**config.mk**
```make
export PLATFORM = sky130hd
export DESIGN_NAME = hd_muxn_stream
export DESIGN_NICKNAME = d
export VERILOG_FILES = /design/src/rtl/hd_mux_pkg.sv /design/src/rtl/hd_rr_pick.sv /design/src/rtl/hd_muxn_stream.sv
export SDC_FILE = /design/constraint.sdc
export NUM_CORES = 1
export LEC_CHECK = 0
export BUFFER_PORTS_ARGS = -buffer_cell sky130_fd_sc_hd__buf_4
export CAP_MARGIN = 40
export CORE_MARGIN = 3
export CORE_UTILIZATION = 41
export CTS_CLUSTER_SIZE = 12
export DETAILED_ROUTE_END_ITERATION = 10
export GPL_TIMING_DRIVEN = 0
export PLACE_DENSITY = 0.79
export SLEW_MARGIN = 20
export SYNTH_ARGS = -nofsm -noshare
export SYNTH_HDL_FRONTEND = slang
export SYNTH_HIERARCHICAL = 1
export SYNTH_SLANG_ARGS = --single-unit
```
**constraint.sdc**
```tcl
create_clock -name CK -period 6.2 [get_ports CK]
set_clock_uncertainty 0.2 [all_clocks]
set_input_delay 1.24 -clock CK [delete_from_list [all_inputs] [get_ports CK]]
set_output_delay 1.24 -clock CK [all_outputs]
set_load 0.01 [all_outputs]
```
**src/rtl/hd_mux_pkg.sv**
```systemverilog
// Shared constants and helpers for the hd_muxn_stream family of streaming
// multiplexers.
package hd_mux_pkg;

    // Selection modes: select-driven or round-robin arbitration
    localparam int HD_MUX_MODE_SEL = 32'd0;
    localparam int HD_MUX_MODE_RR  = 32'd1;

    // Width of a channel index for n channels; never narrower than one bit
    function automatic int hd_sel_w(input int n);
        if (n <= 32'sd2) begin
            return 32'sd1;
        end else begin
            return $clog2(n);
        end
    endfunction

endpackage : hd_mux_pkg

```
**src/rtl/hd_rr_pick.sv**
```systemverilog
// Rotating-priority first-one finder: returns the first asserted request
// found when scanning from ptr upward with wrap-around.
module hd_rr_pick
    import hd_mux_pkg::*;
#(
    parameter int NUM_IN = 4,
    parameter int SEL_W  = hd_sel_w(NUM_IN)
) (
    input  logic [NUM_IN-1:0] req,
    input  logic [SEL_W-1:0]  ptr,
    output logic [SEL_W-1:0]  gnt_idx,
    output logic              gnt_any
);

    logic [SEL_W-1:0] gnt_idx_s;
    logic             gnt_any_s;
    int               base_s;
    int               idx_s;
    logic             hit_s;

    // Scan all channels starting at ptr; the first request seen wins
    always_comb begin
        gnt_idx_s = '0;
        gnt_any_s = 1'b0;
        idx_s     = 32'sd0;
        hit_s     = 1'b0;
        // A pointer outside the channel range is treated as channel 0
        base_s    = (int'(ptr) < NUM_IN) ? int'(ptr) : 32'sd0;
        for (int k = 0; k < NUM_IN; k++) begin
            idx_s     = base_s + k;
            idx_s     = (idx_s >= NUM_IN) ? (idx_s - NUM_IN) : idx_s;
            hit_s     = req[idx_s] & ~gnt_any_s;
            gnt_idx_s = hit_s ? SEL_W'(idx_s) : gnt_idx_s;
            gnt_any_s = gnt_any_s | hit_s;
        end
    end

    assign gnt_idx = gnt_idx_s;
    assign gnt_any = gnt_any_s;

endmodule : hd_rr_pick

```
**src/rtl/hd_muxn_stream.sv**
```systemverilog
// N-input streaming multiplexer with per-channel valid/ready, one registered
// output stage with backpressure, and either external-select or round-robin
// channel selection.
module hd_muxn_stream
    import hd_mux_pkg::*;
#(
    parameter int NUM_IN = 4,
    parameter int WIDTH  = 8,
    parameter int MODE   = HD_MUX_MODE_SEL,
    parameter int SEL_W  = hd_sel_w(NUM_IN)
) (
    input  logic                    CK,
    input  logic                    RN,
    input  logic [NUM_IN*WIDTH-1:0] A,
    input  logic [NUM_IN-1:0]       AV,
    output logic [NUM_IN-1:0]       AR,
    input  logic [SEL_W-1:0]        SL,
    output logic [WIDTH-1:0]        Z,
    output logic                    ZV,
    input  logic                    ZR,
    output logic [SEL_W-1:0]        ZSEL
);

    // Output stage and round-robin pointer
    logic [WIDTH-1:0]  z_r;
    logic              zv_r;
    logic [SEL_W-1:0]  zsel_r;
    logic [SEL_W-1:0]  ptr_r;

    // Combinational selection path
    logic              load_s;
    logic              sel_hit_s;
    logic [SEL_W-1:0]  rr_idx_s;
    logic              rr_any_s;
    logic [SEL_W-1:0]  gnt_idx_s;
    logic              gnt_any_s;
    logic              xfer_s;
    logic [WIDTH-1:0]  gnt_data_s;
    logic [NUM_IN-1:0] ar_s;
    logic [SEL_W-1:0]  ptr_nxt_s;

    // The output register may take a new beat when empty or being drained
    assign load_s = ~zv_r | ZR;
    assign xfer_s = load_s & gnt_any_s;

    hd_rr_pick #(
        .NUM_IN (NUM_IN),
        .SEL_W  (SEL_W)
    ) u_rr_pick (
        .req     (AV),
        .ptr     (ptr_r),
        .gnt_idx (rr_idx_s),
        .gnt_any (rr_any_s)
    );

    // Select-mode hit: SL names an in-range channel that is valid. An unknown
    // SL makes the equality unknown, which falls into the else branch, so an
    // X select can never produce a grant.
    always_comb begin
        sel_hit_s = 1'b0;
        for (int i = 0; i < NUM_IN; i++) begin
            if ((SL == SEL_W'(i)) && (AV[i] == 1'b1)) begin
                sel_hit_s = 1'b1;
            end else begin
                sel_hit_s = sel_hit_s;
            end
        end
    end

    // Mode muxing: pick the grant source; index is forced to 0 without a grant
    always_comb begin
        gnt_any_s = 1'b0;
        gnt_idx_s = '0;
        if (MODE == HD_MUX_MODE_RR) begin
            gnt_any_s = rr_any_s;
            gnt_idx_s = rr_any_s ? rr_idx_s : '0;
        end else begin
            if (sel_hit_s) begin
                gnt_any_s = 1'b1;
                gnt_idx_s = SL;
            end else begin
                gnt_any_s = 1'b0;
                gnt_idx_s = '0;
            end
        end
    end

    // Data mux over the packed channel bus, indexed by the granted channel
    always_comb begin
        gnt_data_s = '0;
        for (int i = 0; i < NUM_IN; i++) begin
            if (gnt_idx_s == SEL_W'(i)) begin
                gnt_data_s = A[i*WIDTH +: WIDTH];
            end else begin
                gnt_data_s = gnt_data_s;
            end
        end
    end

    // One-hot ready back to the granted producer; all low while in reset
    always_comb begin
        ar_s = '0;
        for (int i = 0; i < NUM_IN; i++) begin
            ar_s[i] = RN & load_s & gnt_any_s & (gnt_idx_s == SEL_W'(i));
        end
    end

    // Round-robin pointer advances past the winner, only on a real transfer
    always_comb begin
        ptr_nxt_s = ptr_r;
        if ((MODE == HD_MUX_MODE_RR) && xfer_s) begin
            ptr_nxt_s = (gnt_idx_s == SEL_W'(NUM_IN - 1)) ? '0 : (gnt_idx_s + SEL_W'(1));
        end else begin
            ptr_nxt_s = ptr_r;
        end
    end

    // Output register: load on transfer, empty on idle load, hold on stall
    always_ff @(posedge CK or negedge RN) begin
        if (!RN) begin
            z_r    <= '0;
            zv_r   <= 1'b0;
            zsel_r <= '0;
            ptr_r  <= '0;
        end else if (xfer_s) begin
            z_r    <= gnt_data_s;
            zv_r   <= 1'b1;
            zsel_r <= gnt_idx_s;
            ptr_r  <= ptr_nxt_s;
        end else if (load_s) begin
            zv_r   <= 1'b0;
        end
    end

    assign AR   = ar_s;
    assign Z    = z_r;
    assign ZV   = zv_r;
    assign ZSEL = zsel_r;

endmodule : hd_muxn_stream

```
==> Implementation_results.wiki, run 1 <==
{| class="wikitable"
! Metric !! Value
|-
| Clock transition at the registers of the reported paths || 0.08 ns
|-
| DRT iter0 DRCs || 26
|-
| Post-synth EDFFs || 0
|-
| Final setup violating endpoints || 0
|-
| Setup repair after global routing missed its margin || no
|-
| Mean Syn Cell Area || 8.446 um^2
|-
| Average wire per standard cell || 14.57 um
|-
| Leading cell types in the layout, fill and taps excluded || buf_4, nand2_1, o2bb2ai_1
|-
| Number of buffers and inverters on the critical path || 4
|-
| Core occupancy in the finished layout || 0.7069
|-
| Worst slew pin tran || about 0.46 ns
|-
| Rel. slew slack || 0.6949
|-
| CTS sink count || 11
|-
| First-pass GRT wire length || 4057 um
|-
| Overall die height || about 50 um
|-
| Layout fillers || between 150 and 200
|-
| Via count of the first global-routing pass || 890
|-
| Setup total negative slack || 0 ns
|-
| Initial antenna violation count || 0
|-
| Delay-heaviest family, CP || buffers and inverters
|-
| Total power density per cell area || 199.4 nW/um^2
|-
| Final Slew Violations || 0
|-
| Final HPWL DP || 2012 um
|-
| Yosys warning total || 6
|-
| Vias after detailed routing || between 900 and 1000
|-
| Initial cell density of the core || 0.4500
|-
| Max Freq || between 200 and 300 MHz
|-
| Worst skew pair latency || 0.27 ns
|-
| Floorplan Core Area || 1802 um^2
|-
| Commonest non-fill, non-tap cell in the layout || buf_4
|-
| Global Route Usage Sum || 0.2127
|-
| Layout cell share with drive strength beyond 1 || 0.4156
|-
| Total wire length after detailed routing || 2608 um
|-
| Post-cts gate resize count || 0
|-
| Lkg Pwr || approximately 0.6 nW
|-
| Cells along the critical path || buf_4 > nor2b_1 > o211a_1 > buf_6 > or2_4 > buf_6 > and3_1 > buf_4
|-
| Ratio of routed vias to standard cells || 5.358
|-
| Critical setup path kind || in -> out
|-
| Number of buffers between clock root and the deepest sink || 2
|-
| I/O Buffers || between 50 and 60
|-
| Number of buffers added for setup after CTS || 0
|-
| Tcrit/Tclk final || 0.6415
|-
| Area enclosed by the die boundary || between 2000 and 3000 um^2
|-
| Overflow left after global routing || 0
|-
| Worst min path class || reg -> reg
|-
| DRC violations left || 0
|-
| Clock tree from TritonCTS || yes
|-
| Worst path required time || ~4.8 ns
|-
| DRT antenna net count || 0
|-
| Main synth FF type || dfrtp_1
|-
| Synth cell types || 25
|-
| Crit path largest cell delay || 0.23 ns
|-
| Post-Synthesis Net Count || ~140
|-
| First-pass iteration count of the detailed router || 4
|-
| Worst hold margin || ~0.32 ns
|-
| Biggest fanout along the worst timing path || 10
|-
| Count of standard-cell rows || 15
|-
| Worst-case setup slack after placement || roughly 2.2 ns
|-
| Clk Tree Root Cell || clkbuf_4
|-
| Time the worst path needs with I/O delays and setup || just under 4 ns
|-
| Maximum number of pins on one net before global-route repair || 16
|-
| Summed instance area of the synthesized netlist || slightly above 800 um^2
|-
| Count of hold-fix buffers inserted at cts || 0
|-
| Setup WS post-layout || roughly 2.2 ns
|-
| Critical Path End Type || output port
|-
| Antenna Cells || 0
|-
| Worst Path Arrival || 2.54 ns
|-
| Number of flip-flops and latches in the synthesized netlist || 11
|-
| Share of synthesized area occupied by flip-flops and latches || 0.3395
|-
| MaxCap Viol Count || 0
|-
| I/O pin count || between 50 and 60
|-
| Peak supply drop || 0.0001352 V
|-
| Final Hold Vio Count || 0
|-
| Async S/R FF share, synth || 1.000
|-
| Startpoint types || input port
|-
| Depth of the CTS H-tree || 1
|-
| Chip Width || slightly above 50 um
|-
| Layout-stage area growth over the synthesis result || 57.10%
|-
| Result of the run || complete, no violations
|-
| Placer Congestion || 0.8028
|-
| Total CTS buffers || 3
|-
| Number of nets in the layout || around 200
|-
| Slowest stage cell on the critical path || o211a_1
|-
| Count of mapped cells out of synthesis || 96
|}
==> worst paths after layout <==
| kind | depth (start not counted) | to | start | slack [ns] |
|---|---|---|---|---|
| setup reg to reg | 5 | Z[6]$_DFFE_PN0P_ | ZV$_DFFE_PN0P_ | 4.46 |
| hold reg to reg | 2 | ZSEL[0]$_DFFE_PN0P_ | ZSEL[0]$_DFFE_PN0P_ | 0.32 |
| setup / recovery | 8 | AR[2] | AV[2] | 2.22 |
| min in group asynchronous | 1 | Z[3]$_DFFE_PN0P_ | RN | 0.60 |
| max in group asynchronous | 1 | ZV$_DFFE_PN0P_ | RN | 5.04 |
| hold / removal | 2 | ZSEL[0]$_DFFE_PN0P_ | ZSEL[0]$_DFFE_PN0P_ | 0.32 |
==> kinds of logic after synthesis <==
logic type,after synthesis,synth area share
and+or+nand+nor,41,0.2685
AOI/OAI and AO/OA,30,0.2732
muxes,3,0.03858
DFF,11,0.3395
buffers and inverters,11,0.08024
==> report_power, final <==
part	internal, mW	total (mW)	switching [mW]	leakage [nW]
Combinational	0.0595	0.104	0.0449	0.464
Clock	0.0249	0.0527	0.0278	0.0150
Sequential	0.0877	0.0968	0.00910	0.125
Total	0.172	0.254	0.0818	0.603
==> final cells by class <==
class | count | area, um^2 | area share
Inverter | 2 | 7.507 | 0.005894
Buffer | 9 | 57.56 | 0.04519
Timing Repair Buffer | 54 | 405.4 | 0.3183
Clock buffer | 4 | 26.28 | 0.02063
Multi-Input combinational cell | 74 | 470.5 | 0.3694
Tap cell | 25 | 31.28 | 0.02456
Sequential cell | 11 | 275.3 | 0.2161
==> synthesized netlist by cell type, types with 3 or more instances <==
| library cell | count | area, um^2 |
|---|---|---|
| a31oi_1 | 8 | 50.05 |
| o21ai_0 | 5 | 25.02 |
| buf_6 | 3 | 33.78 |
| and3_1 | 5 | 31.28 |
| clkbuf_1 | 3 | 11.26 |
| o2bb2ai_1 | 12 | 105.1 |
| dfrtp_1 | 11 | 275.3 |
| nand2_1 | 16 | 60.06 |
| nor3_1 | 9 | 45.04 |
==> sequential cells by signal, summed over array words and instances (netlist names) <==
signal and flops:
ZV 1, Z 8, ZSEL 2
==> worst register-to-register path, stage by stage (launching register included) <==
cell and delay, ns:
dfrtp_1 0.40, nor2b_1 0.15, nor3_1 0.24, clkbuf_1 0.41, nor3_1 0.11, a31oi_1 0.17
==> metal layers <==
layer	global-route usage	share of wire
met3	0.02967	0.069
met2	0.3413	0.49
met4	0.1031	0.016
met1	0.2791	0.43
met5	0	0
==> metrics by stage <==
stage	cells	cell area (um^2)	power [mW]
CTS	179	1274	0.2542
global placement	175	1247	0.2008
detailed placement	175	1247	0.2033
finish	179	1274	0.2540
floorplan	96	810.8	0.1471
global route	179	1274	0.2680
Note: power is estimated with default switching activity, not from simulation.
==> inputs of run 2 (changes only) <==
Settings changed: CORE_UTILIZATION 41 to 40, PLACE_DENSITY 0.79 to 0.77.
Clock period 6.2 ns to 4 ns, I/O delays scaled along.
==> Implementation_results.wiki, run 2 (synthesis results as in run 1) <==
{| class="wikitable"
! Metric !! Value
|-
| Final Hold Vio Count || 0 (unchanged)
|-
| Worst skew pair latency || 0.27 ns (about the same)
|-
| MaxCap Viol Count || 0 (unchanged)
|-
| Rel. slew slack || 0.7185 (was 0.6949)
|-
| Tcrit/Tclk final || 0.7794
|-
| Layout cell share with drive strength beyond 1 || 0.4156 (unchanged)
|-
| Count of hold-fix buffers inserted at cts || 0 (unchanged)
|-
| Startpoint types || input port (unchanged)
|-
| Peak supply drop || 0.0001456 V (was 0.0001352 V)
|-
| Setup repair after global routing missed its margin || no (unchanged)
|-
| Chip Width || 51.02 um (was 50.47 um)
|-
| Critical setup path kind || in -> out (unchanged)
|-
| Result of the run || complete, no violations (unchanged)
|-
| Crit path largest cell delay || 0.24 ns (was 0.23 ns)
|-
| GRT met3 Usage || 0.03790 (was 0.02967)
|-
| Worst slew pin tran || 0.4223 ns (was 0.4576 ns)
|-
| Worst path required time || 3.00 ns (was 4.76 ns)
|-
| First-pass GRT wire length || 3967 um (was 4057 um)
|-
| Total wire length after detailed routing || 2529 um (was 2608 um)
|-
| Peak-usage layer in the global routing report || met2 (unchanged)
|-
| Final Total Pwr || 0.3907 mW (was 0.2540 mW)
|-
| Max Freq || around 320 MHz
|-
| Max reg flops || 8 (unchanged)
|-
| Commonest non-fill, non-tap cell in the layout || buf_4 (unchanged)
|-
| Number of nets in the layout || 196 (unchanged)
|-
| Final HPWL DP || 2026 um (was 2012 um)
|-
| Cells along the critical path || buf_4 > nor2b_1 > o211a_1 > buf_6 > or2_4 > buf_6 > and3_1 > buf_4 (unchanged)
|-
| Overflow left after global routing || 0 (unchanged)
|-
| Overall die height || 51.02 um (was 50.47 um)
|-
| First-pass iteration count of the detailed router || 4 (unchanged)
|-
| Lkg Pwr || 0.6034 nW (unchanged)
|-
| Final setup violating endpoints || 0 (unchanged)
|-
| Critical Path End Type || output port (unchanged)
|-
| Critical R2R Launch || ZV$_DFFE_PN0P_ (unchanged)
|-
| Initial cell density of the core || 0.4454 (was 0.4500)
|-
| Total power density per cell area || 306.8 nW/um^2 (was 199.4 nW/um^2)
|-
| Depth of the CTS H-tree || 1 (unchanged)
|-
| Worst min path class || in -> async (was reg -> reg)
|-
| GR Layer Usage met2 || 0.3369 (was 0.3413)
|-
| Number of buffers added for setup after CTS || 0 (unchanged)
|-
| Clk Tree Root Cell || clkbuf_4 (unchanged)
|-
| Area enclosed by the die boundary || 2603 um^2 (was 2547 um^2)
|-
| Worst r2r path cells || 5 (unchanged)
|-
| Slack of the worst reg-to-reg path || 2.33 ns (was 4.46 ns)
|-
| Clock transition at the registers of the reported paths || 0.07 ns (was 0.08 ns)
|-
| Maximum number of pins on one net before global-route repair || 16 (unchanged)
|-
| Average wire per standard cell || 14.13 um (was 14.57 um)
|-
| Vias after detailed routing || 930 (was 959)
|-
| Placer Congestion || 0.8315 (was 0.8028)
|-
| Post-cts gate resize count || 0 (unchanged)
|-
| Setup total negative slack || 0 ns (unchanged)
|-
| Floorplan Core Area || 1821 um^2 (was 1802 um^2)
|-
| Leading cell types in the layout, fill and taps excluded || buf_4, nand2_1, o2bb2ai_1 (unchanged)
|-
| Met1 track demand over resource || 0.2477 (was 0.2791)
|-
| Final Slew Violations || 0 (unchanged)
|-
| I/O Buffers || 54 (unchanged)
|-
| Count of standard-cell rows || 15 (unchanged)
|-
| Number of buffers between clock root and the deepest sink || 2 (unchanged)
|-
| Endpoint of the lowest-slack register-to-register path || Z[7]$_DFFE_PN0P_ (was Z[6]$_DFFE_PN0P_)
|-
| Ratio of routed vias to standard cells || 5.196 (was 5.358)
|-
| Time the worst path needs with I/O delays and setup || roughly 3.1 ns
|-
| Clock tree from TritonCTS || yes (unchanged)
|-
| End point of the critical path || AR[2] (unchanged)
|-
| Biggest fanout along the worst timing path || 10 (unchanged)
|-
| Global Route Usage Sum || 0.2010 (was 0.2127)
|-
| Worst setup path start || AV[2] (unchanged)
|-
| DRT antenna net count || 0 (unchanged)
|-
| Initial antenna violation count || 0 (unchanged)
|-
| Layout-stage area growth over the synthesis result || 57.10% (unchanged)
|-
| CTS sink count || 11 (unchanged)
|-
| Via count of the first global-routing pass || 889 (was 890)
|-
| Slowest stage cell on the critical path || or2_4 (was o211a_1)
|-
| Total CTS buffers || 3 (unchanged)
|-
| Antenna Cells || 0 (unchanged)
|-
| DRC violations left || 0 (unchanged)
|-
| DRT iter0 DRCs || 11 (was 26)
|-
| I/O pin count || 56 (unchanged)
|-
| Worst Path Arrival || 2.12 ns (was 2.54 ns)
|}
-- run 2: cell counts in the layout (fill, tap and decap cells not counted) --
No cell type changed its count.
-- run 2: layout make-up --
cell class | count | area [um^2]
plain buffers | 9 | 57.56
clock buffers | 4 | 26.28
fillers | 162 | 546.8
inverters | 2 | 7.507
multi-input cells | 74 | 470.5
flip-flops and latches | 11 | 275.3
well taps | 25 | 31.28
repair buffers | 54 | 405.4
-- run 2: through the flow --
| step | area [um^2] | util | setup WS (ns) | cells | hold WS, ns |
|---|---|---|---|---|---|
| 3_5_place_dp | 1247 | 0.6852 | 0.8812 | 175 | 0.3245 |
| 6_report | 1274 | 0.6997 | 0.8823 | 179 | 0.1557 |
| 5_1_grt | 1274 | 0.6997 | 0.8284 | 179 | 0.1640 |
| 2_1_floorplan | 810.8 | - | 1.084 | 96 | 0.3044 |
| 4_1_cts | 1274 | 0.6997 | 0.8817 | 179 | 0.1590 |
| 3_3_place_gp | 1247 | 0.6852 | 0.8996 | 175 | 0.3107 |
-- run 2: power breakdown --
group	internal, mW	switching (mW)	total, mW
clock	0.0387	0.0396	0.0783
sequential	0.136	0.0137	0.150
combinational	0.0922	0.0705	0.163
total	0.267	0.124	0.391
-- run 2: worst min-delay path by stage --
stage,startpoint,end
finish,RN,Z[2]$_DFFE_PN0P_
global route,RN,Z[5]$_DFFE_PN0P_
CTS,RN,Z[2]$_DFFE_PN0P_
detailed placement,ZSEL[0]$_DFFE_PN0P_,ZSEL[0]$_DFFE_PN0P_
global placement,ZSEL[0]$_DFFE_PN0P_,ZSEL[0]$_DFFE_PN0P_
floorplan,RN,ZSEL[0]$_DFFE_PN0P_
-- run 2: critical path, delay by kind of cell --
kind	cells	cell delay (ns)
buffers and inverters	4	0.54
AO/OA/AOI/OAI	1	0.23
AND/OR/NAND/NOR	3	0.54
-- run 2: per-layer routing --
layer	part of all wire	routed length (um)
met4	0.014	35
met2	0.50	1265
met5	0	0
met1	0.41	1030
met3	0.078	198
